[config.mk]
export PLATFORM = sky130hd
export DESIGN_NAME = ccu_ctrl_mu_scheduler
export DESIGN_NICKNAME = d
export VERILOG_FILES = /design/src/rtl/ccu_ctrl_pkg.sv /design/src/rtl/ccu_ctrl_rr_pick.sv /design/src/rtl/ccu_ctrl_mu_scheduler.sv
export SDC_FILE = /design/constraint.sdc
export NUM_CORES = 1
export LEC_CHECK = 0
export CELL_PAD_IN_SITES_DETAIL_PLACEMENT = 1
export CELL_PAD_IN_SITES_GLOBAL_PLACEMENT = 2
export CORE_AREA = 2 2 73 75
export CTS_CLUSTER_SIZE = 24
export DETAILED_ROUTE_END_ITERATION = 10
export DIE_AREA = 0 0 75 77
export GPL_ROUTABILITY_DRIVEN = 0
export PLACE_DENSITY = 0.75
export SETUP_SLACK_MARGIN = 0.3
export SLEW_MARGIN = 20
export SYNTH_ARGS = -nofsm -noshare
export SYNTH_HDL_FRONTEND = slang
export SYNTH_SLANG_ARGS = --single-unit
export TNS_END_PERCENT = 30
[constraint.sdc]
create_clock -name clk_i -period 1.78 [get_ports clk_i]
set_clock_uncertainty 0.15 [all_clocks]
set_input_delay 0.267 -clock clk_i [delete_from_list [all_inputs] [get_ports clk_i]]
set_output_delay 0.267 -clock clk_i [all_outputs]
set_load 0.1 [all_outputs]
[src/rtl/ccu_ctrl_pkg.sv]
// Shared types for the CCU control path.
//   mu_op_e           : operations the memory unit can be asked to perform
//   mu_sched_state_e  : state of the memory-unit scheduler
//   is_write_back_op  : true for ops that push data through the CD FIFO
package ccu_ctrl_pkg;

    typedef enum logic [2:0] {
        SEND_AXI_REQ_R            = 3'd0,
        SEND_AXI_REQ_W            = 3'd1,
        SEND_AXI_REQ_WRITE_BACK_R = 3'd2,
        SEND_AXI_REQ_WRITE_BACK_W = 3'd3,
        READ_SNP_DATA             = 3'd4,
        SEND_INVALID_ACK_R        = 3'd5,
        SEND_INVALID_ACK_W        = 3'd6
    } mu_op_e;

    typedef enum logic [1:0] {
        IDLE      = 2'd0,
        OFFER     = 2'd1,
        WAIT_DONE = 2'd2
    } mu_sched_state_e;

    // Write-backs need a free CD FIFO, so they are held off while it is busy.
    function automatic logic is_write_back_op(input mu_op_e op);
        return (op == SEND_AXI_REQ_WRITE_BACK_R) || (op == SEND_AXI_REQ_WRITE_BACK_W);
    endfunction

endpackage

[src/rtl/ccu_ctrl_rr_pick.sv]
// Combinational round-robin picker.
//   eligible_i : one bit per requester that may be granted this cycle
//   ptr_i      : index with highest priority this cycle
//   idx_o      : first eligible index at or after ptr_i, wrapping to 0
//   valid_o    : at least one requester is eligible
module ccu_ctrl_rr_pick #(
    parameter int unsigned  NoReq   = 2,
    localparam int unsigned IdxBits = (NoReq > 1) ? $clog2(NoReq) : 1
) (
    input  logic [NoReq-1:0]   eligible_i,
    input  logic [IdxBits-1:0] ptr_i,
    output logic [IdxBits-1:0] idx_o,
    output logic               valid_o
);

    // Two passes avoid modulo arithmetic: the upper slice [ptr..NoReq-1] is
    // searched first, the lower slice [0..ptr-1] only when the upper is empty.
    always_comb begin
        // NOTE: every output of a combinational block gets a default before any
        // branch, so no path leaves it unassigned and no latch is inferred.
        idx_o   = '0;
        valid_o = 1'b0;
        for (int unsigned i = 0; i < NoReq; i++) begin
            if (!valid_o && eligible_i[i] && (i >= 32'(ptr_i))) begin
                valid_o = 1'b1;
                idx_o   = IdxBits'(i);
            end
        end
        for (int unsigned i = 0; i < NoReq; i++) begin
            if (!valid_o && eligible_i[i]) begin
                valid_o = 1'b1;
                idx_o   = IdxBits'(i);
            end
        end
    end

endmodule

[src/rtl/ccu_ctrl_mu_scheduler.sv]
// Arbitrates several decision-path requesters onto a single memory unit.
// One operation is in flight at a time: it is captured in IDLE, offered to
// the memory unit in OFFER and tracked until completion in WAIT_DONE.
//   clk_i, rst_i            : clock, synchronous active-high reset
//   req_*_i / req_ready_o   : per-requester request and one-cycle capture strobe
//   mu_valid_o / mu_ready_i : offer handshake; mu_ready_i also signals "unit idle"
//   mu_*_o                  : registered payload of the captured operation
//   cd_busy_i               : CD FIFO busy, blocks write-back ops
//   grant_idx_o             : requester that owns the current/last operation
//   busy_o, timeout_o       : operation in flight; sticky overlong-operation flag
module ccu_ctrl_mu_scheduler
    import ccu_ctrl_pkg::*;
#(
    parameter int unsigned  NoReq         = 2,
    parameter int unsigned  NoMstPorts    = 4,
    parameter int unsigned  TimeoutCycles = 1024,
    parameter type          mst_req_t     = logic,
    localparam int unsigned MstIdxBits    = (NoMstPorts > 1) ? $clog2(NoMstPorts) : 1,
    localparam int unsigned ReqIdxBits    = (NoReq > 1) ? $clog2(NoReq) : 1
) (
    input  logic                  clk_i,
    input  logic                  rst_i,
    input  logic [NoReq-1:0]      req_valid_i,
    output logic [NoReq-1:0]      req_ready_o,
    input  mu_op_e                req_op_i              [NoReq],
    input  mst_req_t              req_holder_i          [NoReq],
    input  logic [MstIdxBits-1:0] req_first_responder_i [NoReq],
    input  logic [NoMstPorts-1:0] req_data_available_i  [NoReq],
    output logic                  mu_valid_o,
    input  logic                  mu_ready_i,
    output mu_op_e                mu_op_o,
    output mst_req_t              mu_holder_o,
    output logic [MstIdxBits-1:0] mu_first_responder_o,
    output logic [NoMstPorts-1:0] mu_data_available_o,
    input  logic                  cd_busy_i,
    output logic [ReqIdxBits-1:0] grant_idx_o,
    output logic                  busy_o,
    output logic                  timeout_o
);

    localparam int unsigned CntBits = $clog2(TimeoutCycles + 1);

    mu_sched_state_e       state_q, state_d;
    logic [NoReq-1:0]      eligible;
    logic [ReqIdxBits-1:0] pick_idx, rr_ptr_q, grant_idx_q;
    logic                  pick_valid, capture;
    logic [CntBits-1:0]    cnt_q;
    logic                  timeout_q;

    mu_op_e                op_q;
    mst_req_t              holder_q;
    logic [MstIdxBits-1:0] responder_q;
    logic [NoMstPorts-1:0] data_avail_q;

    // A write-back is not dropped while the CD FIFO is busy; it simply is not
    // eligible, and the requester keeps it asserted until it wins later.
    always_comb begin
        eligible = '0;
        for (int unsigned i = 0; i < NoReq; i++) begin
            eligible[i] = req_valid_i[i] && !(cd_busy_i && is_write_back_op(req_op_i[i]));
        end
    end

    ccu_ctrl_rr_pick #(
        .NoReq (NoReq)
    ) i_rr_pick (
        .eligible_i (eligible),
        .ptr_i      (rr_ptr_q),
        .idx_o      (pick_idx),
        .valid_o    (pick_valid)
    );

    always_comb begin
        state_d     = state_q;
        capture     = 1'b0;
        req_ready_o = '0;
        unique case (state_q)
            IDLE: begin
                if (pick_valid && !rst_i) begin
                    capture = 1'b1;
                    state_d = OFFER;
                    for (int unsigned i = 0; i < NoReq; i++) begin
                        req_ready_o[i] = (pick_idx == ReqIdxBits'(i));
                    end
                end
            end
            OFFER:     if (mu_ready_i) state_d = WAIT_DONE;
            WAIT_DONE: if (mu_ready_i) state_d = IDLE;
            default:   state_d = IDLE;
        endcase
    end

    always_ff @(posedge clk_i) begin
        if (rst_i) begin
            state_q      <= IDLE;
            rr_ptr_q     <= '0;
            grant_idx_q  <= '0;
            op_q         <= mu_op_e'('0);
            holder_q     <= '0;
            responder_q  <= '0;
            data_avail_q <= '0;
            cnt_q        <= '0;
            timeout_q    <= 1'b0;
        end else begin
            // NOTE: state registers use non-blocking assignments so every flop
            // samples pre-edge values, independent of statement order.
            state_q <= state_d;
            if (capture) begin
                op_q         <= req_op_i[pick_idx];
                holder_q     <= req_holder_i[pick_idx];
                responder_q  <= req_first_responder_i[pick_idx];
                data_avail_q <= req_data_available_i[pick_idx];
                grant_idx_q  <= pick_idx;
                rr_ptr_q     <= (pick_idx == ReqIdxBits'(NoReq - 1)) ? '0
                                                                     : pick_idx + ReqIdxBits'(1);
                cnt_q        <= '0;
            end else if (state_q != IDLE) begin
                if (cnt_q != CntBits'(TimeoutCycles)) begin
                    cnt_q <= cnt_q + CntBits'(1);
                end
                // Flag raised on the edge where the count reaches the limit.
                if (cnt_q == CntBits'(TimeoutCycles - 1)) begin
                    timeout_q <= 1'b1;
                end
            end
        end
    end

    // Handshake outputs are forced low while reset is asserted so a reset in
    // OFFER never shows the abandoned operation again.
    assign mu_valid_o           = (state_q == OFFER) && !rst_i;
    assign busy_o               = (state_q != IDLE) && !rst_i;
    assign mu_op_o              = op_q;
    assign mu_holder_o          = holder_q;
    assign mu_first_responder_o = responder_q;
    assign mu_data_available_o  = data_avail_q;
    assign grant_idx_o          = grant_idx_q;
    assign timeout_o            = timeout_q;

endmodule
Yosys cells after proc, flatten, opt, wreduce, memory -nomap -nowiden
Index checks and enable logic that the tools add are counted.
{"block": "word_totals", "register_bits": 26, "input_bits": 26, "out_inout_bits": 16}
{"block": "op_classes", "n_addsub": 2, "order_cmp": 2, "eq_ne": 11, "n_mux": 28, "n_bitwise": 3, "n_reduce_logical": 25}
{"op": "$mux W2", "count": 8}
{"op": "$mux W1", "count": 13}
{"op": "$eq A3 B2 Y1 const B", "count": 4}
{"op": "$mux W4", "count": 3}
{"op": "$add A11 B1 Y11 const B", "count": 1}
{"op": "$eq A11 B10 Y1 const B", "count": 1}
{"op": "$logic_and A1 B1 Y1", "count": 11}
{"op": "$ne A11 B11 Y1 const B", "count": 1}
{"op": "$mux W3", "count": 3}
{"op": "$logic_not A1 Y1", "count": 6}
{"op": "$ne A2 B2 Y1 const B", "count": 3}
{"op": "$pmux W2 S3", "count": 1}
{"op": "$reduce_and A3 Y1", "count": 2}
{"op": "$eq A2 B1 Y1 const B", "count": 1}
{"op": "$eq A2 B2 Y1 const B", "count": 1}
{"op": "$ge A2 B2 Y1 const B", "count": 1}
{"op": "$logic_not A2 Y1", "count": 1}
{"op": "$logic_or A1 B1 Y1", "count": 2}
{"op": "$not A1 Y1", "count": 2}
{"op": "$not A1 Y2", "count": 1}
{"op": "$reduce_and A2 Y1", "count": 1}
{"op": "$reduce_bool A2 Y1", "count": 1}
{"op": "$reduce_or A2 Y1", "count": 1}
{"op": "$add A1 B1 Y1 const B", "count": 1}
{"op": "$ge A1 B1 Y1 const A", "count": 1}

Longest topological paths before layout
Gate-level depths: netlist of run 1.
{"block": "depth", "depth_word": 21, "depth_mapped": 6, "mapped_depth_nobuf": 5}

Cells and area by module
Synthesis of run 1 repeated with hierarchy kept, for this count alone.
{"block": "unflattened", "hier_cells": 145, "hier_area_um2": 1323.8}
{"mod": "ccu_ctrl_mu_scheduler", "n_inst": 1, "cells_per_inst": 142, "area_each_um2": 1306.3}
{"mod": "ccu_ctrl_rr_pick", "n_inst": 1, "cells_per_inst": 3, "area_each_um2": 17.5}

Least setup slack after synthesis of run 1
No wires, ideal clock.
{"block": "synth_path", "path_type": "input to output", "start": "input rst_i", "end": "output mu_valid_o", "t_arrival_ns": 2.640, "required_time_ns": 1.363, "setup_slack_ns": -1.277, "cell_stages": 2, "path_cell_list": "buf_2 nor3b_1"}
{"block": "synth_between", "elab_chain_len": 2}
{"element": "from (decl)", "line": "ccu_ctrl_mu_scheduler.sv:22", "source": "input logic rst_i,"}
{"element": "$logic_not A1 Y1", "line": "ccu_ctrl_mu_scheduler.sv:131", "source": "assign mu_valid_o = (state_q == OFFER) && !rst_i;"}
{"element": "$logic_and A1 B1 Y1", "line": "ccu_ctrl_mu_scheduler.sv:131"}
{"element": "to (decl)", "line": "ccu_ctrl_mu_scheduler.sv:29", "source": "output logic mu_valid_o,"}
No other way between the ends.

Worst setup path in the final report of run 1
{"block": "layout_path", "start": "register state_q[1]", "end": "output req_ready_o[1]"}
{"block": "layout_between", "elab_chain_len": 2}
{"element": "from (decl)", "line": "ccu_ctrl_mu_scheduler.sv:43", "source": "mu_sched_state_e state_q, state_d;"}
{"element": "from (signal assigned)", "line": "ccu_ctrl_mu_scheduler.sv:107", "source": "state_q <= state_d;"}
{"element": "$logic_not A2 Y1", "line": "ccu_ctrl_mu_scheduler.sv:77", "source": "unique case (state_q)"}
{"element": "$mux W2", "line": "ccu_ctrl_mu_scheduler.sv:77"}
{"element": "to (decl)", "line": "ccu_ctrl_mu_scheduler.sv:24", "source": "output logic [NoReq-1:0] req_ready_o,"}
No other way between the ends.

==> out/results.tsv, run 1 <==
metric	value	unit
run status	finished with violations	
failing checks	setup timing	
Min-Delay Path Class	in -> reg	
Num CTS Buffers	3	
IO Count	42	
Clk network pwr share	22.2	%
Avg WL per Cell	17.1	µm
CP max stage delay	0.37	ns
port buffer count	41	
synth top area cells	dfxtp_1 (40%), a221o_2 (7.9%), and2_2 (5.2%)	
core area	4980	µm²
largest family of logic cells by synthesized area	simple AND/OR/NAND/NOR gates	
cells after synthesis	130	
Syn Std Cell Area	1290	µm²
crit path cell chain	or2_4, nor2_1, o211a_4, buf_12	
post-layout min period	1.87	ns
Final period util	105	%
Adder-Cell Fraction of Synth Area	1.94	%
Power Density	715	nW/µm²
Die Ht	77	µm
Worst-Margin Slew	0.355	ns
Crit-path slowest cell	dfxtp_4	
top cell type's share of synthesized area	40.3	%
IR drop worst, VDD	0.272	mV
fin cells	271	
fin area	2470	µm²
Area growth syn-to-layout	91.5	%
area of the die	5780	µm²
post-DP HPWL	2980	µm
Final setup viols	12	
drt drc	0	
GRT Total Usage	14.2	%
placed cell count	249	
Ys Warns	0	
Synth Area in Compound Gates	20.6	%
synthesized area per cell	9.92	µm²
simple-gate share of the synthesized area	27.5	%
Max FO, Critical Path	4	
TritonCTS clock tree	yes	
Layout Nets	230	
fillers	528	
largest net degree at the start of global routing	15	
vias in the first global route	1366	
Comb power frac	40.9	%
Routed WL	4640	µm
initial antenna violation count	0	
TNS Setup	-0.703	ns
multiplexer share of the synthesized area	0.776	%
crit end category	output port	
Net Sw Power	630	µW
post-route setup slack	-0.0888	ns
max-slew violation count	0	
number of synthesized flops with an enable pin	0	
Yosys reg bits	26	
fmax	535	MHz
max-cap viol count	0	
RSZ-0062 raised after global routing	true	
Sw Ratio	35.7	%
syn nets	158	
Initial Util	25.9	%
CTS Root Cell	clkbuf_8	
Clock transition at path regs	0.09	ns
routed vias/inst	4.96	
htree depth	1	
Seq/Total Area, Yosys	40.3	%
Synth Area in XOR/XNOR	4.07	%
Tot Pwr	1770	µW
most area-hungry cell type in the Yosys netlist	dfxtp_1	
gr ovfl total	0	
Synth top cells by count	dfxtp_1 (26), nor2_1 (11), a221o_2 (9), and2_2 (9), nand2_1 (8)	
Flop pwr share	36.9	%
Crit Path Category	reg -> out	
critical path launch point type	register	
ANT cells	0	
static leakage	0.000925	µW
Num Clock Sinks	26	
Detail Route Antenna Nets	0	
Starting DRT DRC Count	39	
Fin. Hold Viols	0	
die width	75	µm
top-count cell post-synth	dfxtp_1	
Unique masters post-synth	39	
DP Area	2030	µm²
Worst Path Arrival	1.45	ns
Int Pwr	1140	µW
Clock Tree Buf Depth	2	
Async S/R FF share, synth	0	%
first-pass GRT wire length	6320	µm
Clock Latency Late Sink	0.27	ns
Detailed Routing Iterations Pass 1	4	
DR vias	1343	
Post-synth top flop	dfxtp_1	
row cnt	26	
layout cells sized above 1	60.7	%
critical path data required time	1.36	ns
worst relative slew slack	75.7	%
==> registers in the layout, indices dropped and copies added (netlist names) <==
register              cells
cnt_q                    11
grant_idx_o               1
mu_data_available_o       4
mu_first_responder_o      2
mu_holder_o               1
mu_op_o                   3
rr_ptr_q                  1
state_q                   2
timeout_o                 1
==> per-stage QoR <==
step | hold WS [ns] | setup WS, ns | utilization [%]
finish | 0.0937 | -0.0888 | 49.6
CTS | 0.187 | -0.176 | 44.7
global placement | 0.321 | -0.315 | 40.7
detailed placement | 0.334 | -0.383 | 40.7
floorplan | 0.235 | 0.0873 | -
global route | 0.0870 | -0.148 | 49.6
==> cell usage in the layout, fill, tap and decap left out, drive strengths merged, types with 2 or more instances in the layout <==
cell           count
nor4               3
dlygate4sd2        3
nor2              11
nor3               2
nor3b              4
and2              11
ha                 2
and3               2
a21o               2
a2111oi            2
o21ai              2
clkbuf             8
nand3b             4
clkdlybuf4s50     17
xnor2              5
nand4              2
inv                4
nand3              5
dfxtp             26
a221o             12
nand2              8
a21oi              6
or3                2
buf               47
==> metal layers <==
| layer | vias up | global-route usage, % | share of wire [%] |
|---|---|---|---|
| met5 | - | 0 | 0 |
| met4 | 0 | 2.14 | 1.6 |
| met3 | 9 | 3.29 | 4.0 |
| met2 | 39 | 27.2 | 54 |
| met1 | 671 | 15.5 | 41 |
| li1 | 624 | - | - |
==> critical path, delay by kind of cell, from the launching register on <==
kind	cells	cell delay, ns
AO/OA/AOI/OAI	1	0.21
buffers and inverters	1	0.17
flip-flops	1	0.37
AND/OR/NAND/NOR	2	0.42
==> final timing paths <==
kind,start,to,slack [ns],cells past startpoint
worst min-delay path,req_op_i[5],mu_op_o[2]$_SDFFE_PP0P_,0.09,2
worst max-delay path,state_q[1]$_SDFFE_PP0P_,req_ready_o[1],-0.09,4
worst max register to register,state_q[1]$_SDFFE_PP0P_,mu_op_o[1]$_SDFFE_PP0P_,-0.07,7
worst min register to register,timeout_o$_SDFFE_PP0P_,timeout_o$_SDFFE_PP0P_,0.38,2
==> cell families (layout without fill, tap and decap cells) <==
| family | after synthesis | in the layout |
|---|---|---|
| AND/OR/NAND/NOR | 58 | 58 |
| buffers and inverters | 10 | 80 |
| multiplexers | 1 | 1 |
| XOR/XNOR | 6 | 6 |
| adder cells (fa/ha/maj) | 2 | 2 |
| flip-flops | 26 | 26 |
| AO/OA/AOI/OAI | 27 | 28 |
==> final cells by class <==
class	instances	area (µm²)	share of cell area (%)
well taps	70	87.6	3.55
clock buffers	4	55.1	2.23
inverters	4	15.0	0.608
repair buffers	72	825	33.4
multi-input cells	95	941	38.1
flip-flops and latches	26	547	22.1
==> power by group through the flow <==
stage	Sequential (µW)	Combinational (µW)	Clock, µW
floorplan	832	194	0
CTS	651	651	412
detailed placement	667	615	0
global route	658	752	438
finish	652	723	391
global placement	664	604	0
==> what timing repair did <==
item                                    in CTS  in global routing
hold buffers                                 0                  0
endpoints found under the setup margin      29                 28
gates resized for setup                     33                 54
cloned                                       1                  1
pin swaps                                   17                 31
setup buffers                                8                  8
Power figures use the tool's default switching activity.
==> run 2, diff against run 1 <==
- ABC_CLOCK_PERIOD_IN_PS: unset -> 2100
- clock period: 1.78 -> 2.1 ns (I/O delays scaled with it)
==> run 2 against run 1 <==
  * The flow now finishes without violations
  * Clock power down 15%
  * Worst setup slack better by 0.31 ns
  * Global-route usage down 0.85 points
  * Non-clock buffer count down 19
  * Sequential power down 17%
  * Count of clock-buffer cells in the layout unchanged
  * Die area unchanged
  * Design area down 22%
  * Via count down 12%
  * Combinational power down 36%
  * Utilization down 11 points
  * Wire length down 22%
  * Critical path type unchanged
==> out/results.tsv, run 2 (synthesized netlist as in run 1, its figures left out) <==
metric	value	unit	change
run status	finished, final reports clean		was finished with violations
post-layout util	38.9	%	was 49.6%
Fin. Hold Viols	0		unchanged
vias in the first global route	1245		was 1,366
Net Sw Power	481	µW	was 630 µW
core area	4980	µm²	unchanged
post-route setup slack	0.220	ns	was -0.0888 ns
post-DP HPWL	2820	µm	was 2980 µm
routed vias/inst	4.71		was 4.96
Tot Pwr	1340	µW	was 1770 µW
CP Depth	4		unchanged
IR drop worst, VDD	0.311	mV	was 0.272 mV
layout cells sized above 1	39.2	%	was 60.7%
die width	75	µm	unchanged
DP Worst Slack	-0.235	ns	was -0.383 ns
leading cell types in the layout, fill and taps excluded	buf_4 (23), dfxtp_1 (22), clkdlybuf4s50_1 (17)		was buf_4 (22), clkdlybuf4s50_1 (17), buf_12 (17)
Crit. Startpoint	state_q[0]$_SDFFE_PP0P_		was state_q[1]$_SDFFE_PP0P_
Final setup viols	0		was 12
drt drc	0		unchanged
Area growth syn-to-layout	50.2	%	was 91.5%
Routed WL	3600	µm	was 4640 µm
WP buf/inv	1		unchanged
launching point of the worst reg2reg path	state_q[0]$_SDFFE_PP0P_		was state_q[1]$_SDFFE_PP0P_
Power Density	690	nW/µm²	was 715 nW/µm²
fmax	532	MHz	
max-cap viol count	0		unchanged
area of the die	5780	µm²	unchanged
critical path data required time	1.63	ns	was 1.36 ns
setup slack, reg-to-reg	0.33	ns	was -0.07 ns
Layout Nets	210		was 230
Critical Path End	req_ready_o[1]		unchanged
CP max stage delay	0.34	ns	was 0.37 ns
most flop-heavy register	cnt_q		unchanged
ANT cells	0		unchanged
DR vias	1181		was 1,343
max-slew violation count	0		unchanged
Sw Ratio	36.0	%	was 35.7%
Flop pwr share	40.5	%	was 36.9%
Num CTS Buffers	3		unchanged
most common cell after layout, fill and taps aside	buf_4		unchanged
R2R Path End	mu_first_responder_o[0]$_SDFFE_PP0P_		was mu_op_o[1]$_SDFFE_PP0P_
RSZ-0062 raised after global routing	true		unchanged
IO Count	42		unchanged
Worst Reg-to-Reg Cells	5		was 7
Crit-path slowest cell	dfxtp_2		was dfxtp_4
Starting DRT DRC Count	35		was 39
Worst-Margin Slew	0.496	ns	was 0.355 ns
crit end category	output port		unchanged
worst relative slew slack	66.9	%	was 75.7%
Final period util	89.5	%	
fillers	577		was 528
Clock transition at path regs	0.10	ns	was 0.09 ns
Clock Latency Late Sink	0.27	ns	about the same
largest net degree at the start of global routing	15		unchanged
post-layout min period	1.88	ns	
initial antenna violation count	0		unchanged
Die Ht	77	µm	unchanged
Int Pwr	856	µW	was 1140 µW
max FFs per register	11		unchanged
CTS Root Cell	clkbuf_8		unchanged
Detailed Routing Iterations Pass 1	4		unchanged
Crit Path Category	reg -> out		unchanged
Detail Route Antenna Nets	0		unchanged
TritonCTS clock tree	yes		unchanged
Num Clock Sinks	26		unchanged
port buffer count	41		unchanged
hold buffer count at cts	0		unchanged
row cnt	26		unchanged
Clock Tree Buf Depth	2		unchanged
Worst Path Arrival	1.41	ns	was 1.45 ns
Comb power frac	34.8	%	was 40.9%
Clk network pwr share	24.7	%	was 22.2%
static leakage	0.000730	µW	was 0.000925 µW
Initial Util	25.9	%	unchanged
gr ovfl total	0		unchanged
critical path launch point type	register		unchanged
Avg WL per Cell	14.3	µm	was 17.1 µm
Min-Delay Path Class	in -> reg		unchanged
htree depth	1		unchanged
crit path cell chain	or2_4, nor2_1, o211a_1, buf_12		was or2_4, nor2_1, o211a_4, buf_12
cell family with most CP delay	simple AND/OR/NAND/NOR gates		unchanged
first-pass GRT wire length	6000	µm	was 6320 µm
GRT Total Usage	13.3	%	was 14.2%
Max FO, Critical Path	3		was 4
-- run 2: cell count changes in the layout (fill, tap and decap cells not counted), moves of 4 or more --
cell / previous run / this run
dfxtp_4: 5 / 0
clkdlybuf4s15_1: 0 / 4
dfxtp_1: 15 / 22
and2_2: 0 / 9
buf_6: 8 / 0
and2_4: 10 / 1
a21oi_1: 0 / 6
buf_12: 17 / 5
a21oi_2: 6 / 0
-- run 2: final cells by class --
type,count,area [µm²],share of cell area [%]
Timing Repair Buffer,53,514,26.5
Multi-Input combinational cell,94,741,38.2
Inverter,4,15.0,0.775
Clock buffer,4,55.1,2.84
Tap cell,70,87.6,4.52
Sequential cell,26,526,27.1
-- run 2: worst min-delay path by stage --
| stage | end | cells after the start | startpoint |
|---|---|---|---|
| final | mu_op_o[2]$_SDFFE_PP0P_ | 2 | req_op_i[2] |
| after global placement | timeout_o$_SDFFE_PP0P_ | 2 | timeout_o$_SDFFE_PP0P_ |
| after global routing | mu_op_o[2]$_SDFFE_PP0P_ | 2 | req_op_i[2] |
| after floorplan | state_q[0]$_SDFFE_PP0P_ | 1 | mu_ready_i |
| after CTS | mu_op_o[2]$_SDFFE_PP0P_ | 2 | req_op_i[2] |
| after detailed placement | timeout_o$_SDFFE_PP0P_ | 2 | timeout_o$_SDFFE_PP0P_ |
-- run 2: stage by stage --
step	setup TNS, ns	instances	area (µm²)	hold WS, ns
global placement	-1.59	243	1840	0.293
CTS	0	250	1920	0.229
detailed placement	-2.55	243	1840	0.290
floorplan	0	130	1300	0.289
global route	0	251	1940	0.143
finish	0	251	1940	0.132
-- run 2: what timing repair did --
item / 4_1_cts / 5_1_grt
pin swaps: 6 / 8
endpoints found under the setup margin: 16 / 15
setup buffers: 3 / 1
hold endpoints to repair: 0 / 0
gates resized for setup: 12 / 10
-- run 2: worst register-to-register path, cell delays in order (launching register included) --
cell,delay (ns)
dfxtp_2,0.34
buf_4,0.16
nor3b_2,0.31
a221oi_4,0.18
and2_2,0.24
a221o_2,0.29
-- run 2: power by group through the flow --
stage	combinational, µW	clock [µW]	sequential [µW]
floorplan	159	0	705
global placement	451	0	551
detailed placement	458	0	551
CTS	466	343	541
global route	485	368	547
finish	465	331	541
-- run 2: layer usage --
layer	vias to the layer above	wire, µm	GRT usage [%]
met3	2	100	2.37
met1	582	1590	16.8
met4	0	29	3.75
met5	-	0	0
li1	583	-	-
met2	14	1880	22.7
==> run 3, diff against run 2 <==
- CAP_MARGIN: unset -> 25
- GPL_TIMING_DRIVEN: unset -> 1
==> results of run 3 <==
No change in the layout: final DEF, timing and power equal those of run 2.
